[config.mk]
export PLATFORM = sky130hd
export DESIGN_NAME = fetch_unit
export DESIGN_NICKNAME = d
export VERILOG_FILES = /design/src/rtl/fetch_unit.sv
export SDC_FILE = /design/constraint.sdc
export NUM_CORES = 1
export LEC_CHECK = 0
export BUFFER_PORTS_ARGS = -buffer_cell sky130_fd_sc_hd__buf_4
export CORE_MARGIN = 2
export CORE_UTILIZATION = 32
export CTS_BUF_LIST = sky130_fd_sc_hd__clkbuf_4
export CTS_CLUSTER_SIZE = 10
export DETAILED_ROUTE_END_ITERATION = 6
export GPL_ROUTABILITY_DRIVEN = 0
export HOLD_SLACK_MARGIN = 0.1
export MAX_ROUTING_LAYER = met4
export SYNTH_ARGS = -nofsm -noshare
export SYNTH_HDL_FRONTEND = slang
export SYNTH_SLANG_ARGS = --single-unit
[constraint.sdc]
create_clock -name clk -period 2.2 [get_ports clk]
set_input_delay 0 -clock clk [delete_from_list [all_inputs] [get_ports clk]]
set_output_delay 0 -clock clk [all_outputs]
set_load 0.03 [all_outputs]
[src/rtl/fetch_unit.sv]
// fetch_unit: two-byte instruction fetch stage (opcode, then operand) feeding
// the decoder over a valid/ready handshake, with branch redirect and HALT stop.
module fetch_unit #(
    parameter int unsigned             ADDR_W   = 8,
    parameter int unsigned             DATA_W   = 8,
    parameter logic [ADDR_W-1:0]       RESET_PC = 8'h00,
    parameter logic [DATA_W-1:0]       HALT_OP  = 8'hFF
) (
    input  logic              clk,
    input  logic              rst,
    output logic [ADDR_W-1:0] laddr,
    input  logic [DATA_W-1:0] mem_dout,
    output logic              instr_valid,
    input  logic              instr_ready,
    output logic [DATA_W-1:0] opcode,
    output logic [DATA_W-1:0] operand,
    output logic [ADDR_W-1:0] instr_pc,
    input  logic              branch_en,
    input  logic [ADDR_W-1:0] branch_addr,
    output logic              halted
);

    localparam logic [1:0] S_OP    = 2'd0;
    localparam logic [1:0] S_ARG   = 2'd1;
    localparam logic [1:0] S_VALID = 2'd2;
    localparam logic [1:0] S_HALT  = 2'd3;

    logic [1:0]        state_q,       state_d;
    logic [ADDR_W-1:0] pc_q,          pc_d;
    logic [DATA_W-1:0] opcode_q,      opcode_d;
    logic [DATA_W-1:0] operand_q,     operand_d;
    logic [ADDR_W-1:0] instr_pc_q,    instr_pc_d;
    logic              instr_valid_q, instr_valid_d;
    logic              halted_q,      halted_d;

    logic [ADDR_W-1:0] pc_inc;
    logic              take_instr;

    // Next PC wraps modulo 2**ADDR_W; a handshake in S_VALID consumes the instruction.
    always_comb begin
        pc_inc     = pc_q + ADDR_W'(1);
        take_instr = (state_q == S_VALID) && instr_ready;
    end

    // Next-state and datapath: one memory byte per edge, branch discards partial work.
    always_comb begin
        state_d    = state_q;
        pc_d       = pc_q;
        opcode_d   = opcode_q;
        operand_d  = operand_q;
        instr_pc_d = instr_pc_q;
        case (state_q)
            S_OP: begin
                if (branch_en) begin
                    pc_d    = branch_addr;
                    state_d = S_OP;
                end else begin
                    opcode_d   = mem_dout;
                    instr_pc_d = pc_q;
                    pc_d       = pc_inc;
                    state_d    = S_ARG;
                end
            end
            S_ARG: begin
                if (branch_en) begin
                    pc_d    = branch_addr;
                    state_d = S_OP;
                end else begin
                    operand_d = mem_dout;
                    pc_d      = pc_inc;
                    state_d   = S_VALID;
                end
            end
            S_VALID: begin
                // A consumed HALT takes priority over a same-edge redirect.
                if (take_instr && (opcode_q == HALT_OP)) begin
                    state_d = S_HALT;
                end else if (branch_en) begin
                    pc_d    = branch_addr;
                    state_d = S_OP;
                end else if (take_instr) begin
                    state_d = S_OP;
                end
            end
            S_HALT: begin
                state_d = S_HALT;
            end
            default: begin
                state_d = S_OP;
            end
        endcase
        instr_valid_d = (state_d == S_VALID);
        halted_d      = (state_d == S_HALT);
    end

    // State registers with synchronous active-low reset.
    always_ff @(posedge clk) begin
        if (!rst) begin
            state_q       <= S_OP;
            pc_q          <= RESET_PC;
            opcode_q      <= '0;
            operand_q     <= '0;
            instr_pc_q    <= RESET_PC;
            instr_valid_q <= 1'b0;
            halted_q      <= 1'b0;
        end else begin
            state_q       <= state_d;
            pc_q          <= pc_d;
            opcode_q      <= opcode_d;
            operand_q     <= operand_d;
            instr_pc_q    <= instr_pc_d;
            instr_valid_q <= instr_valid_d;
            halted_q      <= halted_d;
        end
    end

    // Output mapping; the read address is the PC itself.
    always_comb begin
        laddr       = pc_q;
        instr_valid = instr_valid_q;
        opcode      = opcode_q;
        operand     = operand_q;
        instr_pc    = instr_pc_q;
        halted      = halted_q;
    end

endmodule
# Yosys cells after proc, flatten, opt, wreduce, memory -nomap -nowiden

Index checks and enable logic that the tools add are counted.

Output and inout port bits: 34
Word-level logic and storage cells: 35
Register bits: 36

Reduce and logical (&&, ||, !) cells: 8
Bitwise gates (word level): 1
Eq/ne operators: 8
Add/subtract/negate cells: 1
Mux-type cells: 10

Operators with widths:

| operator                                                        | count |
|---|---|
| 8-bit two-way mux                                               | 3 |
| 8-bit one-hot mux with 2 select lines                           | 1 |
| 8-bit by 1-bit adder with 8-bit output, second input constant   | 1 |
| 2-bit == test, second input constant                            | 4 |
| 8-bit == test, second input constant                            | 1 |
| 2-bit two-way mux                                               | 4 |
| 2-bit one-hot mux with 4 select lines                           | 1 |
| 2-bit != test, second input constant                            | 2 |
| 2-bit AND reduction                                             | 2 |
| 3-bit AND reduction                                             | 1 |
| 2-bit by 1-bit == test with 1-bit output, second input constant | 1 |
| 1-bit logical AND                                               | 2 |
| 2-bit zero test                                                 | 1 |
| 2-bit nonzero test                                              | 1 |
| 2-bit OR reduction                                              | 1 |
| 1-bit two-way mux                                               | 1 |
| 1-bit inverter                                                  | 1 |

# Longest topological paths before layout

Gate-level depths: netlist of run 1.

Word-level depth: 7
Mapped depth: 6

# Least setup slack after synthesis of run 1

No wires, ideal clock.

Path type: flip-flop to flip-flop
From: reg opcode_q[4] (netlist: opcode[4])
To: reg pc_q[3] (netlist: laddr[3])
Data required time: 2.067 ns
Arrival time: 1.495 ns
Stages on the path, launching flop included: 6
Setup slack: 0.571 ns
Cells stage by stage: dfxtp_1 nand4_2 o311ai_4 and2_1 buf_6 o32ai_1

Cells in the longest elaborated chain, start to end: 4

Ends and longest elaborated chain:

| element                       | RTL line | source |
|---|---|---|
| start, declared               | 30       | `logic [DATA_W-1:0] opcode_q, opcode_d;` |
| start signal, assigned        | 109      | `opcode_q <= opcode_d;` |
| 8-bit == test                 | 76       | `if (take_instr && (opcode_q == HALT_OP)) begin` |
| 1-bit logical AND             | 76       |  |
| 2-bit != test (no line)       | -        |  |
| 3-bit AND reduction (no line) | -        |  |
| end signal, assigned          | 108      | `pc_q <= pc_d;` |
| end, declared                 | 29       | `logic [ADDR_W-1:0] pc_q, pc_d;` |

Every way passes these cells.
A chain may end at the register's enable or synchronous reset.

# Worst setup path in the final report of run 1

From: reg state_q[1]
To: reg pc_q[7] (netlist: laddr[7])

Cells in the longest elaborated chain, start to end: 5
Elaborated cells on any way between the ends: 11
Those cells by class: eq/ne: 4; mux: 1; reduce/logical: 6

Ends and longest elaborated chain:

| element                       | RTL line | source |
|---|---|---|
| start, declared               | 28       | `logic [1:0] state_q, state_d;` |
| start signal, assigned        | 107      | `state_q <= state_d;` |
| 2-bit == test                 | 42, 52   |  |
| 1-bit logical AND             | 42       | `take_instr = (state_q == S_VALID) && instr_ready;` |
| 1-bit logical AND             | 76       |  |
| 2-bit != test (no line)       | -        |  |
| 3-bit AND reduction (no line) | -        |  |

Parallel ways exist; a longest one is shown, timed or not.

==> qor.txt, run 1 <==
worst hold endpoint = laddr[1]$_SDFFE_PN0P_
grt ovf = 0
main combinational cell family by area after synthesis = simple AND/OR/NAND/NOR gates
clk buf depth = 2
Synth Area in Compound Gates = 20.6%
TritonCTS Buffers = 5
Final ANT Viol Nets = 0
depth of the most critical reg-to-reg path = 4
Layout area overhead = 40.0%
worst hold stages = 4
RSZ-0062 raised after global routing = no
drt drc = 0
initial core utilization = 33.6%
Setup CP Type = flip-flop to flip-flop
Slew Limit Fails = 0
wire per inst = 12.9 um
IO Port Bufs = 53
Fin Clk Skew = 0.00679 ns
fin crit share = 80.4%
Slowest-stage cell, CP = dfxtp_1
CP Launch Point = state_q[1]$_SDFF_PN0_
setup_tns = 0 ns
Crit path largest cell delay = 0.70 ns
Syn Inst Count = 183
Max Fanout on Critical Path = 17
total track usage = 16.8%
Hold Crit Start = branch_addr[1]
worst hold path type = input pin to flip-flop
FMAX = 0.566 GHz
Setup Viol. Count Final = 0
area leader, netlist = dfxtp_1
Mean Syn Cell Area = 8.73 um2
worst reg-to-reg setup slack = 0.43 ns
Worst-path clk slew = 0.11 ns
worst skew pair latency = 0.34 ns
crit path capture type = flip-flop
Synth Area in Simple Gates = 22.5%
Post-DP HPWL = 2810 um
drt total wl = 4090 um
Mapped Area = 1600 um2
post-layout net count = 270
fin util = 47.1%
EDFF count, synth = 0
Worst IR Drop VDD = 0.312 mV
Setup WS pre-CTS = 0.490 ns
power consumption = 1360 uW
#FFs+latches synth = 36
largest net degree at the start of global routing = 33
die span in x = 74.7 um
num rows = 25
Core Region = 4750 um2
DR vias = 1,562
post-route design area = 2240 um2
Final Hold Vio Count = 0
share of post-route cells with drive strength above 1 = 28.5%
worst slew pin tran = 0.568 ns
cell area after placement = 2020 um2
P per Cell Area = 610 nW/um2
mux cell area share after synthesis = 5.01%
first-pass GRT wire length = 6910 um
iteration count of the initial detailed-routing pass = 4
relative slew slack = 62.0%
clock sink total = 36
WP data required = 2.45 ns
initial antenna violation count = 0
DRC marker count from the first detailed-route iteration = 121
startpoint class of the critical path = flip-flop
final worst path period need = 1.77 ns
vias in the first global route = 1,539
Final Worst Setup Slack = 0.432 ns
Die Height = 74.7 um
Distinct cells, synth = 35
adder-cell share of the synthesized area = 0.783%
top-area cell type share of the netlist area = 45.1%
Post-Synth XOR/XNOR Area = 0%
share of the yosys chip area belonging to registers = 45.1%
Vias per Instance = 4.94
crit path DAT = 2.02 ns
max-cap violations = 0
Top FF cell, synth = dfxtp_1
Reg-to-Reg End = laddr[7]$_SDFFE_PN0P_
Post-synth ARST share = 0%
post-CTS setup buffer count = 0
IO Pins = 54
top cells by area, synth = dfxtp_1 45%, nand2_1 9.6%, a21oi_1 6.6%
status = finished clean
Synth Warn # = 0
CP Cell Sequence = nor2b_2 -> or2_1 -> a22oi_1 -> o32ai_1
CTS tree = yes
Post-Syn Nets = 204
n_diodes = 0
root buffer cell = clkbuf_4
leakage dissipation = 0.000929 uW
total die area = 5570 um2
H-tree levels = 2
R2R Path Start = state_q[1]$_SDFF_PN0_
==> per-layer routing <==
layer	GRT usage [%]	part of all wire, %	wire [um]	vias to the layer above
met5	-	0	0	-
met4	6.75	0.66	27	0
met3	4.69	8.6	351	4
met2	26.2	45	1830	67
met1	20.7	46	1880	716
li1	-	-	-	775
==> how the worst max path moves through the flow <==
stage | endpoint | depth (start not counted)
floorplan | laddr[3]$_SDFFE_PN0P_ | 5
global placement | laddr[2]$_SDFFE_PN0P_ | 4
detailed placement | laddr[7]$_SDFFE_PN0P_ | 4
CTS | laddr[7]$_SDFFE_PN0P_ | 4
global route | laddr[7]$_SDFFE_PN0P_ | 4
finish | laddr[7]$_SDFFE_PN0P_ | 4
==> sequential cells by signal, summed over array words and instances (netlist names) <==
| signal | cells |
|---|---|
| halted | 1 |
| operand | 8 |
| opcode | 8 |
| instr_valid | 1 |
| laddr | 8 |
| instr_pc | 8 |
| state_q | 2 |
==> timing repair <==
action	in CTS	in global routing
hold endpoints to repair	27	0
resized for setup	0	0
hold buffers	17	0
==> layout by cell type (no fill, tap or decap), types with 2 or more instances in the layout <==
master,instances
clkbuf_4,6
o21a_1,4
nand2b_1,2
buf_4,56
o32ai_1,6
nor3_1,6
and3_1,2
a22oi_1,4
mux2i_1,8
and2_1,3
a2bb2oi_1,5
nor2_1,10
inv_1,2
dlygate4sd3_1,17
a21oi_1,21
nand2_1,41
nand3_1,2
nor4b_1,2
dfxtp_1,36
==> worst max-delay path, delay by kind of cell, from the launching register on <==
kind	cells	cell delay (ns)
flops	1	0.70
simple gates	2	0.60
compound gates	2	0.39
==> synthesized netlist by cell type, types with 2 or more instances <==
master,number
nand2_1,41
dfxtp_1,36
a21oi_1,21
nor2_1,10
mux2i_1,8
nor3_1,6
o32ai_1,6
a2bb2oi_1,5
buf_2,5
clkbuf_1,5
a22oi_1,4
o21a_1,4
and2_1,3
buf_6,3
and3_1,2
inv_1,2
nand2b_1,2
nand3_1,2
nor4b_1,2
==> power breakdown <==
| part | switching, uW | leakage [uW] | internal [uW] |
|---|---|---|---|
| combinational | 165 | 0.000603 | 131 |
| sequential | 38.4 | 0.000294 | 686 |
| clock | 214 | 0.0000315 | 130 |
==> final cells by class <==
class / instances / area [um2]
inverter: 3 / 11.3
multi-input combinational: 130 / 781
sequential: 36 / 721
tap: 67 / 83.8
clock buffer: 6 / 45.0
fill: 493 / 2520
clock inverter: 1 / 5.00
timing repair buffer: 73 / 591
==> kinds of logic after synthesis <==
| logic type | count (synthesis) |
|---|---|
| AO/OA/AOI/OAI | 46 |
| adder cells (fa/ha/maj) | 1 |
| buffers and inverters | 17 |
| flip-flops | 36 |
| multiplexers | 8 |
| AND/OR/NAND/NOR | 75 |
==> stage by stage <==
stage / cells / hold WS (ns)
finish: 316 / 0.127
global route: 316 / 0.130
CTS: 316 / 0.110
detailed placement: 292 / 0.254
global placement: 292 / 0.248
floorplan: 183 / 0.136
Note: power is estimated with default switching activity, not from simulation.
==> run 2: changes to the inputs <==
clock period = 1.82 ns   (was 2.2 ns; I/O delays follow)
==> run 2 against run 1 <==
  * Clock power increased by 27%
  * Via count decreased by 0.32%
  * Critical path depth did not move
  * Utilization rose by 1.1 points
  * Register-to-register slack lost 0.12 ns
  * Non-clock buffer count increased by 6
  * Largest power group unchanged
==> qor.txt, run 2 (synthesis results as in run 1) <==
status = finished clean
die span in x = 74.7 um (unchanged)
DRC marker count from the first detailed-route iteration = 167 (+38%)
RSZ-0062 raised after global routing = no
Crit path largest cell delay = 0.40 ns (-0.30 ns)
Post-DP HPWL = 2990 um (+6.3%)
Slowest-stage cell, CP = dfxtp_1
CP Cell Sequence = nand4_2 -> o311ai_4 -> and2_1 -> o32ai_1
total die area = 5570 um2 (unchanged)
Reg-to-Reg End = laddr[4]$_SDFFE_PN0P_
Vias per Instance = 4.82 (-2.5%)
Fillers = 509 (+3.2%)
cell area after placement = 2060 um2 (+2.2%)
H-tree levels = 2 (unchanged)
vias in the first global route = 1,609 (+4.5%)
IO Pins = 54 (unchanged)
IO Port Bufs = 53 (unchanged)
depth of the most critical reg-to-reg path = 4 (unchanged)
post-route design area = 2290 um2 (+2.3%)
worst reg-to-reg setup slack = 0.31 ns (-0.12 ns)
most frequent cells in the layout = 62 x buf_4, 41 x nand2_1, 36 x dfxtp_1
Switching Share = 31.9% (+1.3 points)
switching pwr = 538 uW (+29%)
clk buf depth = 2 (unchanged)
Final Hold Vio Count = 0 (unchanged)
max-cap violations = 0 (unchanged)
cell count along the critical path = 4 (unchanged)
Slew Limit Fails = 0 (unchanged)
Critical Path Sink = laddr[4]$_SDFFE_PN0P_
worst skew pair latency = 0.35 ns (about the same)
R2R Path Start = opcode[5]$_SDFFE_PN0P_
final worst path period need = 1.51 ns (-0.258 ns)
initial antenna violation count = 0 (unchanged)
Final ANT Viol Nets = 0 (unchanged)
post-CTS setup buffer count = 0 (unchanged)
largest net degree at the start of global routing = 20 (-39%)
Setup Viol. Count Final = 0 (unchanged)
crit path capture type = flip-flop
clock sink total = 36 (unchanged)
startpoint class of the critical path = flip-flop
first-pass GRT wire length = 7190 um (+4.0%)
drt total wl = 4310 um (+5.6%)
Layout area overhead = 43.2%
iteration count of the initial detailed-routing pass = 4 (unchanged)
Comb pwr share = 22.5% (+0.8 points)
Clk pwr share = 25.9% (+0.7 points)
initial core utilization = 33.6% (unchanged)
post-layout net count = 276 (+2.2%)
DR vias = 1,557 (-0.32%)
FMAX = 0.662 GHz (+17%)
num rows = 25 (unchanged)
wire per inst = 13.4 um (+3.3%)
P per Cell Area = 736 nW/um2 (+21%)
CP top delay family = simple AND/OR/NAND/NOR gates
worst slew pin tran = 0.546 ns (-0.0223 ns)
Die Height = 74.7 um (unchanged)
relative slew slack = 63.6% (+1.5 points)
Core Region = 4750 um2 (unchanged)
crit path DAT = 1.75 ns (-0.27 ns)
drt drc = 0 (unchanged)
setup_tns = 0 ns (unchanged)
n_diodes = 0 (unchanged)
Power Internal = 1150 uW (+21%)
worst hold path type = input pin to flip-flop
quantity of hold-fixing buffers added after cts = 17 (unchanged)
Worst-path clk slew = 0.12 ns (about the same)
Fin Clk Skew = 0.00901 ns (+0.00222 ns)
WP data required = 2.06 ns (-0.39 ns)
grt ovf = 0 (unchanged)
total track usage = 17.4% (+0.60 points)
post-CTS sizing = 0 (unchanged)
share of power burned in registers = 51.6% (-1.5 points)
root buffer cell = clkbuf_4
TritonCTS Buffers = 5 (unchanged)
CTS tree = yes
CP Launch Point = opcode[5]$_SDFFE_PN0P_
crit path buf inv count = 0 (unchanged)
leakage dissipation = 0.000962 uW (+3.6%)
Setup CP Type = flip-flop to flip-flop
fin crit share = 83.0% (+2.6 points)
commonest non-fill, non-tap cell in the layout = buf_4
Worst IR Drop VDD = 0.372 mV (+19%)
Max Fanout on Critical Path = 7 (-10)
share of post-route cells with drive strength above 1 = 30.5% (+2.0 points)
## run 2: cell types whose count changed in the layout (fill, tap and decap cells not counted), sizes merged
cell	before	now
clkbuf	6	5
buf	56	62
clkinv	1	3
## run 2: cell type report
| class | count | area (um2) | share of cell area [%] |
|---|---|---|---|
| repair buffers | 79 | 636 | 27.8 |
| clock inverters | 3 | 18.8 | 0.820 |
| inverters | 3 | 11.3 | 0.492 |
| flip-flops and latches | 36 | 721 | 31.5 |
| clock buffers | 5 | 37.5 | 1.64 |
| well taps | 67 | 83.8 | 3.66 |
| multi-input cells | 130 | 781 | 34.1 |
## run 2: worst register-to-register path, delay by kind of cell (launching register included)
family,cells,cell delay (ns)
compound gates,2,0.49
flops,1,0.40
simple gates,2,0.51
## run 2: worst min-delay path by stage
stage	start	slack, ns	cells after the start	end
2_1_floorplan	mem_dout[0]	0.14	2	opcode[0]$_SDFFE_PN0P_
6_report	branch_addr[1]	0.13	4	laddr[1]$_SDFFE_PN0P_
3_5_place_dp	mem_dout[4]	0.25	3	operand[4]$_SDFFE_PN0P_
3_3_place_gp	mem_dout[2]	0.25	3	operand[2]$_SDFFE_PN0P_
4_1_cts	branch_addr[1]	0.13	4	laddr[1]$_SDFFE_PN0P_
5_1_grt	branch_addr[1]	0.14	4	laddr[1]$_SDFFE_PN0P_
## run 2: power by group through the flow
| stage | combinational [uW] | sequential (uW) | clock, uW |
|---|---|---|---|
| 6_report | 379 | 869 | 436 |
| 5_1_grt | 412 | 876 | 485 |
| 4_1_cts | 381 | 870 | 453 |
| 3_5_place_dp | 351 | 888 | 0 |
| 3_3_place_gp | 351 | 886 | 0 |
| 2_1_floorplan | 142 | 956 | 0 |
## run 2: per-stage QoR
step / utilization, % / hold slack [ns] / total power, uW / cells / setup WS [ns]
2_1_floorplan: - / 0.136 / 1100 / 183 / 0.191
3_3_place_gp: 43.4 / 0.251 / 1240 / 298 / 0.351
3_5_place_dp: 43.4 / 0.255 / 1240 / 298 / 0.323
4_1_cts: 48.1 / 0.127 / 1700 / 323 / 0.297
5_1_grt: 48.1 / 0.140 / 1770 / 323 / 0.199
6_report: 48.1 / 0.132 / 1680 / 323 / 0.310
## run 2: routing by layer
layer  vias to the layer above  global-route usage, %  routed length (um)
met1                       701                   21.2                1950
met2                        67                   28.1                1950
li1                        782                      -                   -
met5                         -                      -                   0
met3                         7                   4.15                 345
met4                         0                   6.55                  61
